===== src/rtl/vga_pkg.sv =====
// Shared types and constants for the VGA line prefetcher.
package vga_pkg;

  typedef enum logic [1:0] {
    IDLE,
    FETCH,
    HOLD,
    DRAIN
  } prefetch_state_t;

  localparam logic [31:0] FB_BASE_DEFAULT = 32'h3E80;
  localparam logic [3:0]  BYTE_SEL_ALL    = 4'b1111;

endpackage


===== src/rtl/vga_word_fifo.sv =====
// Small prefetch FIFO with a registered head word. The head holds its
// last value whenever the FIFO is empty, including after a flush.
module vga_word_fifo #(
  parameter int DATA_W     = 32,
  parameter int FIFO_DEPTH = 4
) (
  input  logic                          clk,
  input  logic                          nrst,
  input  logic                          push,
  input  logic                          pop,
  input  logic                          flush,
  input  logic [DATA_W-1:0]             wdata,
  output logic                          full,
  output logic                          empty,
  output logic [$clog2(FIFO_DEPTH):0]   count,
  output logic [DATA_W-1:0]             head
);

  localparam int PTR_W = $clog2(FIFO_DEPTH);
  localparam int CNT_W = PTR_W + 1;

  logic [DATA_W-1:0] mem_q [FIFO_DEPTH];
  logic [PTR_W-1:0]  rd_ptr_q, rd_ptr_d;
  logic [PTR_W-1:0]  wr_ptr_q, wr_ptr_d;
  logic [CNT_W-1:0]  count_q, count_d;
  logic [DATA_W-1:0] head_q, head_d;
  logic [DATA_W-1:0] next_head;
  logic              do_push, do_pop;

  assign full  = (count_q == CNT_W'(FIFO_DEPTH));
  assign empty = (count_q == '0);
  assign count = count_q;
  assign head  = head_q;

  // Next pointers, occupancy and head word for the coming cycle.
  always_comb begin
    // NOTE: every variable gets a default first so no path leaves it unassigned (no latch).
    do_pop    = pop && !empty;
    do_push   = push && (!full || do_pop);
    rd_ptr_d  = rd_ptr_q + PTR_W'(do_pop);
    wr_ptr_d  = wr_ptr_q + PTR_W'(do_push);
    count_d   = count_q + CNT_W'(do_push) - CNT_W'(do_pop);
    next_head = mem_q[rd_ptr_d];
    head_d    = head_q;
    // The slot that becomes the head may be the one written this cycle.
    if (do_push && (wr_ptr_q == rd_ptr_d)) begin
      next_head = wdata;
    end
    if (count_d != '0) begin
      head_d = next_head;
    end
    if (flush) begin
      rd_ptr_d = '0;
      wr_ptr_d = '0;
      count_d  = '0;
      head_d   = head_q;
    end
  end

  // Pointer, count and head registers.
  always_ff @(posedge clk or negedge nrst) begin
    // NOTE: sequential state uses non-blocking assignments so all flops update together.
    if (!nrst) begin
      rd_ptr_q <= '0;
      wr_ptr_q <= '0;
      count_q  <= '0;
      head_q   <= '0;
    end else begin
      rd_ptr_q <= rd_ptr_d;
      wr_ptr_q <= wr_ptr_d;
      count_q  <= count_d;
      head_q   <= head_d;
    end
  end

  // Storage array write port.
  always_ff @(posedge clk) begin
    // NOTE: storage has no reset; empty slots are never read because count gates the head.
    if (do_push && !flush) begin
      mem_q[wr_ptr_q] <= wdata;
    end
  end

endmodule


===== src/rtl/vga_line_prefetcher.sv =====
// Streams framebuffer words from SRAM into a prefetch FIFO for the VGA
// pixel pipeline. Restarts at FB_BASE on frame_start, wraps at frame end.
// Optional statistics counters are enabled with VGA_PREFETCH_STATS_EN.
module vga_line_prefetcher
  import vga_pkg::*;
#(
  parameter int              DATA_W          = 32,
  parameter int              ADDR_W          = 32,
  parameter int              FIFO_DEPTH      = 4,
  parameter int              WORDS_PER_FRAME = 9600,
  parameter logic [ADDR_W-1:0] FB_BASE       = ADDR_W'(FB_BASE_DEFAULT)
) (
  input  logic              clk,
  input  logic              nrst,
  input  logic              frame_start,
  input  logic              pix_req,
  output logic [DATA_W-1:0] word_out,
  output logic              word_valid,
  output logic              underflow,
  output logic              mem_read,
  output logic [ADDR_W-1:0] mem_addr,
  output logic [3:0]        mem_byte_sel,
  input  logic              mem_ack,
  input  logic [DATA_W-1:0] mem_rdata
`ifdef VGA_PREFETCH_STATS_EN
  ,
  output logic [15:0]       underflow_count,
  output logic [15:0]       frame_count
`endif
);

  localparam int CNT_W  = $clog2(FIFO_DEPTH) + 1;
  localparam int WCNT_W = $clog2(WORDS_PER_FRAME + 1);
  localparam logic [WCNT_W-1:0] LAST_WORD = WCNT_W'(WORDS_PER_FRAME - 1);

  prefetch_state_t   state_q, state_d;
  logic              mem_read_q, mem_read_d;
  logic [ADDR_W-1:0] mem_addr_q, mem_addr_d;
  logic [3:0]        byte_sel_q, byte_sel_d;
  logic [WCNT_W-1:0] word_cnt_q, word_cnt_d;
  logic              underflow_q, underflow_d;

  logic              fifo_push, fifo_pop, fifo_flush;
  logic              fifo_full, fifo_empty;
  logic [CNT_W-1:0]  fifo_count;
  logic              ack_ok, uf_evt, full_after;

  vga_word_fifo #(
    .DATA_W     (DATA_W),
    .FIFO_DEPTH (FIFO_DEPTH)
  ) u_fifo (
    .clk   (clk),
    .nrst  (nrst),
    .push  (fifo_push),
    .pop   (fifo_pop),
    .flush (fifo_flush),
    .wdata (mem_rdata),
    .full  (fifo_full),
    .empty (fifo_empty),
    .count (fifo_count),
    .head  (word_out)
  );

  assign word_valid   = !fifo_empty;
  assign underflow    = underflow_q;
  assign mem_read     = mem_read_q;
  assign mem_addr     = mem_addr_q;
  assign mem_byte_sel = byte_sel_q;

  assign fifo_pop   = pix_req && word_valid;
  assign ack_ok     = mem_ack && mem_read_q;
  assign uf_evt     = pix_req && fifo_empty;
  // Occupancy after this cycle's push (always one in FETCH) and any pop.
  assign full_after = fifo_pop ? (fifo_count == CNT_W'(FIFO_DEPTH))
                               : (fifo_count == CNT_W'(FIFO_DEPTH - 1));

  // Next-state and next-output logic for the fetch controller.
  always_comb begin
    state_d     = state_q;
    mem_read_d  = mem_read_q;
    mem_addr_d  = mem_addr_q;
    word_cnt_d  = word_cnt_q;
    fifo_push   = 1'b0;
    fifo_flush  = 1'b0;
    underflow_d = frame_start ? uf_evt : (underflow_q | uf_evt);
    unique case (state_q)
      IDLE, HOLD: begin
        if (frame_start) begin
          fifo_flush = 1'b1;
          word_cnt_d = '0;
          mem_addr_d = FB_BASE;
          mem_read_d = 1'b1;
          state_d    = FETCH;
        end else if ((state_q == HOLD) && !fifo_full) begin
          mem_read_d = 1'b1;
          state_d    = FETCH;
        end
      end
      FETCH: begin
        if (frame_start) begin
          // Restart; an ack landing now belongs to the old frame and is dropped.
          fifo_flush = 1'b1;
          word_cnt_d = '0;
          if (ack_ok) begin
            mem_addr_d = FB_BASE;
          end else begin
            state_d = DRAIN;
          end
        end else if (ack_ok) begin
          fifo_push = 1'b1;
          if (word_cnt_q == LAST_WORD) begin
            word_cnt_d = '0;
            mem_addr_d = FB_BASE;
          end else begin
            word_cnt_d = word_cnt_q + WCNT_W'(1);
            mem_addr_d = mem_addr_q + ADDR_W'(1);
          end
          if (full_after) begin
            mem_read_d = 1'b0;
            state_d    = HOLD;
          end
        end
      end
      DRAIN: begin
        // Keep the stale request up until SRAM answers, then discard its data.
        if (frame_start) begin
          fifo_flush = 1'b1;
        end
        if (ack_ok) begin
          word_cnt_d = '0;
          mem_addr_d = FB_BASE;
          state_d    = FETCH;
        end
      end
      default: state_d = IDLE;
    endcase
    byte_sel_d = mem_read_d ? BYTE_SEL_ALL : 4'b0000;
  end

  // Controller state and registered SRAM request outputs.
  always_ff @(posedge clk or negedge nrst) begin
    if (!nrst) begin
      state_q     <= IDLE;
      mem_read_q  <= 1'b0;
      mem_addr_q  <= FB_BASE;
      byte_sel_q  <= 4'b0000;
      word_cnt_q  <= '0;
      underflow_q <= 1'b0;
    end else begin
      state_q     <= state_d;
      mem_read_q  <= mem_read_d;
      mem_addr_q  <= mem_addr_d;
      byte_sel_q  <= byte_sel_d;
      word_cnt_q  <= word_cnt_d;
      underflow_q <= underflow_d;
    end
  end

`ifdef VGA_PREFETCH_STATS_EN
  logic [15:0] ucnt_q, ucnt_d;
  logic [15:0] fcnt_q, fcnt_d;

  assign underflow_count = ucnt_q;
  assign frame_count     = fcnt_q;

  // Saturating underflow counter (per frame) and wrapping frame counter.
  always_comb begin
    ucnt_d = ucnt_q;
    fcnt_d = fcnt_q;
    if (frame_start) begin
      ucnt_d = uf_evt ? 16'd1 : 16'd0;
      fcnt_d = fcnt_q + 16'd1;
    end else if (uf_evt && (ucnt_q != 16'hFFFF)) begin
      ucnt_d = ucnt_q + 16'd1;
    end
  end

  // Statistics registers.
  always_ff @(posedge clk or negedge nrst) begin
    if (!nrst) begin
      ucnt_q <= '0;
      fcnt_q <= '0;
    end else begin
      ucnt_q <= ucnt_d;
      fcnt_q <= fcnt_d;
    end
  end
`endif

endmodule


===== config.mk =====
export PLATFORM = sky130hd
export DESIGN_NAME = vga_line_prefetcher
export DESIGN_NICKNAME = d
export VERILOG_FILES = /design/src/rtl/vga_pkg.sv /design/src/rtl/vga_word_fifo.sv /design/src/rtl/vga_line_prefetcher.sv
export SDC_FILE = /design/constraint.sdc
export NUM_CORES = 1
export LEC_CHECK = 0
export ABC_CLOCK_PERIOD_IN_PS = 8700
export BUFFER_PORTS_ARGS = -buffer_cell sky130_fd_sc_hd__buf_4
export CAP_MARGIN = 20
export CELL_PAD_IN_SITES_DETAIL_PLACEMENT = 1
export CELL_PAD_IN_SITES_GLOBAL_PLACEMENT = 1
export CORE_MARGIN = 5
export CORE_UTILIZATION = 40
export CTS_CLUSTER_SIZE = 24
export DETAILED_ROUTE_END_ITERATION = 8
export MAX_ROUTING_LAYER = met4
export PLACE_DENSITY = 0.74
export SLEW_MARGIN = 20
export SYNTH_ARGS = -nofsm -noshare
export SYNTH_HDL_FRONTEND = slang
export SYNTH_SLANG_ARGS = --single-unit

===== constraint.sdc =====
create_clock -name clk -period 8.7 [get_ports clk]
set_input_delay 0.87 -clock clk [delete_from_list [all_inputs] [get_ports clk]]
set_output_delay 0.87 -clock clk [all_outputs]
set_load 0.1 [all_outputs]

==> results of run 1 <==
==> through the flow <==
step,cell area [um2],hold WS [ps],total power (uW)
finish,12500,294,4340
global route,12500,319,4550
CTS,12500,294,4370
detailed placement,11600,500,3260
global placement,11600,493,3220
floorplan,10700,467,2830
==> cell type report <==
type	count	area share, %
Antenna cell	1	0.0200
Clock buffer	29	5.03
Clock inverter	15	1.73
Inverter	17	0.510
Multi-Input combinational cell	645	33.2
Sequential cell	217	48.7
Tap cell	335	3.35
Timing Repair Buffer	123	7.49
==> power by group through the flow <==
stage	clock network, uW	registers, uW	logic, uW
finish	1090	1370	1880
global route	1150	1390	2000
CTS	1110	1400	1860
detailed placement	0	1410	1860
global placement	0	1410	1800
floorplan	0	1880	950
==> flip-flops by register name (all words and copies together) (netlist names), named ones only <==
register and flops:
u_fifo.count 3, mem_addr 32, u_fifo.mem_q 128, u_fifo.wr_ptr_q 2
state_q 2, word_cnt_q 14, underflow 1, u_fifo.rd_ptr_q 2
u_fifo.head 32
==> kinds of logic after synthesis <==
logic type               after synthesis  synth area share [%]
AO/OA/AOI/OAI                        303                  18.2
XOR/XNOR                              10                 0.820
adder cells (fa/ha/maj)                5                 0.656
buffers and inverters                 96                  4.51
flip-flops                           217                  56.9
multiplexers                          34                  3.19
AND/OR/NAND/NOR                      293                  15.7
==> layout by cell type, fill, tap and decap left out, drive strengths merged, types with 4 or more instances in the layout <==
master / synthesis / layout
edfxtp: 128 / 128
o21ai: 126 / 126
buf: 29 / 123
dfrtp: 83 / 83
nor2: 59 / 59
a21oi: 50 / 50
and3: 40 / 40
and2: 39 / 39
nor3b: 39 / 39
mux2i: 34 / 34
a221o: 32 / 32
a211oi: 31 / 31
nand2: 30 / 30
clkbuf: 50 / 29
nor3: 20 / 20
nand3: 18 / 18
inv: 16 / 16
a21o: 15 / 15
a31oi: 13 / 13
nand4: 12 / 12
clkinv: 1 / 9
or3: 8 / 8
o31ai: 8 / 8
xnor2: 7 / 7
nor4: 6 / 6
dfstp: 6 / 6
bufinv: 0 / 5
and4: 4 / 4
o21a: 4 / 4
ha: 4 / 4
==> layer usage <==
metal  GRT usage (%)  vias to the layer above
met3            2.73                       53
li1                -                     3781
met2            31.0                      162
met1            26.6                     4157
met4            5.25                        0
met5               -                        -
==> how the worst max path moves through the flow <==
stage                                              end  slack (ps)  depth (start not counted)
after floorplan           u_fifo.mem_q[1][0]$_DFFE_PP_        4150                          4
after global placement     u_fifo.head[18]$_DFFE_PN0P_        4230                         13
after detailed placement   u_fifo.head[19]$_DFFE_PN0P_        4090                         13
after CTS                   u_fifo.head[2]$_DFFE_PN0P_        4590                         12
after global routing        u_fifo.head[2]$_DFFE_PN0P_        4340                         12
final                       u_fifo.head[5]$_DFFE_PN0P_        4620                         12
==> results.cfg, run 1 <==
[status]
status = finished clean

[pwr]
p_int_uw = 2390
ir_drop_uv = 218
p_comb_share_pct = 43.4
p_leak_uw = 0.00475
p_seq_share_pct = 31.6
p_sw_share_pct = 44.8
p_switching_uw = 1950
clockPowerShare_pct = 25.0
power_density_nw_per_um2 = 347

[synth]
synthesis.nets = 1000
synthArstFlopShare_pct = 41.0
synth_top_area_share_pct = 36.0
netlist_area_um2 = 10700
yosys_warnings = 0
synthCells = 958
netlist_top_cells_count = edfxtp_1, o21ai_0, dfrtp_1
synth-seq-cells = 217
synth_edf_count = 128
ys_types = 68
yosys.area.top_type = edfxtp_1
syn_area_per_cell_um2 = 11.1
synth_most_common_cell = edfxtp_1
synth_area_leaders = edfxtp_1, dfrtp_1, o21ai_0
seq_area_frac_synth_pct = 56.9
ys.flop_type = edfxtp_1

[routing]
via_per_inst = 5.90
drc = 0
routed_wl_um = 29400
final_antenna_net_count = 0
met1Wirelength_um = 13900
first_pass_iters = 4
drtIter0Drc = 468
dr.max_layer_used = met4
vias = 8153
wire_per_inst_um = 21.3
met3_length_um = 1090
wl_met2_um = 13700

[placement]
hpwl_um = 17800
dpl_worst_slack_ps = 4090
gp_congestion = 0.798
post-place-cells = 1335
port_buffers = 107

[layout]
multi_input_area_um2 = 4150
ff_latch_area_um2 = 6080
fillers = 2805
finish.net_count = 1070
drive_above_1_share_pct = 18.0
final_cells = 1382
utilization_pct = 47.7
area_delta_synth_final_pct = 17.1

[grt]
track_usage_pct = 19.5
first_global_vias = 8634
grt_pass1_wl_um = 47200
grt_max_degree = 135
grt-ovfl-total = 0
antenna_found_initial = 1

[worst_setup_path]
crit_path_start_kind = register
crit_top_cell = inv_1
critPathLaunch = state_q[0]$_DFFE_PN0P_
r2r_start = state_q[0]$_DFFE_PN0P_
crit_buf_inv = 3
slowest_stage = a31o_2
regToRegEndpoint = u_fifo.head[5]$_DFFE_PN0P_
worst_setup_path_end_kind = register
critical_path_arrival_ps = 4490
r2r_cells = 12
cp_data_required_time_ps = 9110
critPathTopFamily = compound AO/OA/AOI/OAI gates
r2r_slack_ps = 4620
crit_fanout = 35
slowest_delay_ps = 630
path_class = reg -> reg
cp_cell_sequence = nor3b_2, o211ai_2, inv_1, ha_1, inv_1, fa_1, xor2_1, xnor2_1, a31o_2, and2b_1, buf_4, a221o_1

[timing]
setup_viol_count_final = 0
hold_viol_final = 0
slew_viol_final = 0
timing.final.crit_period_ps = 4080
relSlewSlack_pct = 28.1
worst_pin_slew_ps = 1080
finalCritPeriodShare_pct = 46.9
fmax_mhz = 245
fin_worst_skew_ps = 20.5
rsz0062_at_grt = false
setup_slack_ps = 4620
setup_tns_ps = 0

[clock_tree]
cts_hold_buf = 0
insertion_delay_ps = 530
root_buffer = clkbuf_16
post_cts_buffers = 0
cts.sinks = 217
cts_tree = yes
path_clk_slew_ps = 60
numCtsBuffers = 24
h-tree-depth = 1
cts-resized-gates = 0
clk_path_buf_depth = 3

[floorplanning]
die_w_um = 173
die_h_um = 173
num_io_pins = 108
initial_core_util_pct = 40.7
dieArea_um2 = 30100
core_area_um2 = 26200
core.rowCount = 59

[job]
maxCapViolCount = 0

[worst_hold_path]
hold_class = in -> async
Power figures use the tool's default switching activity.
==> run 2, diff against run 1 <==
- ABC_CLOCK_PERIOD_IN_PS: 8700 -> 4200
- clock period: 8.7 -> 4.2 ns (I/O delays scaled with it)
==> run 2 against run 1 <==
Clock power is 100% higher; core utilization is 0.18 points higher; design area is 0.37% higher; largest power group unchanged; flip-flop and latch count stayed put; combinational power is 110% higher; sequential share of layout area is 0.18 points lower; setup slack worse by 4100 ps; power is 110% higher; via count is 1.0% higher; fmax is 10% higher.
==> results.cfg, run 2 (same netlist as run 1, synthesis figures left out) <==
[status]
status = finished clean

[clock_tree]
cts_tree = yes
clk_path_buf_depth = 3
post_cts_buffers = 0
cts.sinks = 217
path_clk_slew_ps = 60
cts-resized-gates = 0
root_buffer = clkbuf_16
numCtsBuffers = 25
h-tree-depth = 1
cts_hold_buf = 0
insertion_delay_ps = 530

[routing]
drc = 0
first_pass_iters = 5
via_per_inst = 5.93
wire_per_inst_um = 21.9
routed_wl_um = 30400
vias = 8236
final_antenna_net_count = 0
drtIter0Drc = 546

[timing]
fmax_mhz = 270
setup_viol_count_final = 0
worst_pin_slew_ps = 1110
finalCritPeriodShare_pct = 88.3
relSlewSlack_pct = 25.3
rsz0062_at_grt = false
setup_slack_ps = 492
fin_worst_skew_ps = 13.5
setup_tns_ps = 0
slew_viol_final = 0
timing.final.crit_period_ps = 3710
hold_viol_final = 0

[floorplanning]
die_h_um = 173
num_io_pins = 108
die_w_um = 173
core_area_um2 = 26200
initial_core_util_pct = 40.7
dieArea_um2 = 30100
core.rowCount = 59

[worst_setup_path]
critPathLaunch = u_fifo.count[1]$_DFF_PN0_
r2r_slack_ps = 490
critical_path_arrival_ps = 4160
path_class = reg -> reg
crit_fanout = 22
r2r_start = u_fifo.count[1]$_DFF_PN0_
cp_data_required_time_ps = 4650
crit_path_start_kind = register
worst_setup_path_end_kind = register

[pwr]
p_seq_share_pct = 31.2
p_int_uw = 4900
p_switching_uw = 4080
p_comb_share_pct = 44.4
p_leak_uw = 0.00477
clockPowerShare_pct = 24.5
p_sw_share_pct = 45.4
ir_drop_uv = 527
power_density_nw_per_um2 = 716

[grt]
antenna_found_initial = 0
grt_pass1_wl_um = 48400
grt_max_degree = 97
first_global_vias = 8801
grt-ovfl-total = 0
track_usage_pct = 20.4

[placement]
dpl_worst_slack_ps = 496
gp_congestion = 0.804
hpwl_um = 19400
port_buffers = 107

[layout]
fillers = 2800
largest_reg_flops = 128
insertedDiodeCount = 0
utilization_pct = 47.9
top_register = u_fifo.mem_q
area_delta_synth_final_pct = 17.5
finish.net_count = 1076
drive_above_1_share_pct = 18.1
final_cell_mix = edfxtp_1, buf_4, o21ai_0
layout_commonest_cell = edfxtp_1

[job]
maxCapViolCount = 0

[worst_hold_path]
hold_class = in -> async
==> run 2: cell types whose count changed in the layout (fill, tap and decap cells not counted), sizes merged, moves of 2 or more <==
cell,previous run,this run
buf,123,128
bufinv,5,2
clkbuf,29,34
clkinv,9,7
inv,16,19
==> run 2: worst max-delay path, stage by stage (launching register included) <==
cell and delay [ps]:
dfrtp_1 500, or3b_1 460, o211ai_2 360, inv_1 160
ha_1 210, inv_1 70, fa_1 180, xor2_1 180
xnor2_1 120, a31o_2 290, nor2_2 470, buf_4 400
a221o_1 220
==> run 2: final timing paths <==
check,end,depth (start not counted)
max,u_fifo.head[15]$_DFFE_PN0P_,12
min,mem_addr[15]$_DFFE_PN0P_,1
max reg2reg,u_fifo.head[15]$_DFFE_PN0P_,12
min reg2reg,underflow$_DFF_PN0_,1
max in group asynchronous,mem_addr[11]$_DFFE_PN1P_,2
min in group clk,u_fifo.mem_q[3][22]$_DFFE_PP_,1
==> run 2: power groups by stage <==
stage / registers (uW) / logic, uW / clock network [uW]
final: 2800 / 3980 / 2200
after global routing: 2830 / 4240 / 2340
after detailed placement: 2830 / 4000 / 0
after floorplan: 3890 / 1970 / 0
after CTS: 2800 / 4000 / 2240
after global placement: 2830 / 3890 / 0
==> run 2: final cells by class <==
cell class	count	area, um2	area share [%]
repair buffers	128	986	7.86
clock buffers	34	711	5.66
clock inverters	12	124	0.987
well taps	335	419	3.34
multi-input cells	645	4160	33.2
inverters	17	63.8	0.508
flip-flops and latches	217	6080	48.5
==> run 2: routing by layer <==
| layer | part of all wire, % | vias to the layer above | global-route usage (%) |
|---|---|---|---|
| li1 | - | 3786 | - |
| met1 | 44 | 4205 | 25.7 |
| met2 | 50 | 199 | 35.4 |
| met3 | 4.1 | 46 | 2.38 |
| met4 | 2.0 | 0 | 4.56 |
| met5 | 0 | - | - |
==> run 2: through the flow <==
step | hold WS [ps] | instances | area (um2) | total power (uW)
finish | 15.5 | 1388 | 12500 | 8980
CTS | 46.1 | 1388 | 12500 | 9040
floorplan | 124 | 958 | 10700 | 5850
global placement | 474 | 1341 | 11700 | 6710
global route | 82.0 | 1388 | 12500 | 9410
detailed placement | 483 | 1342 | 11700 | 6820
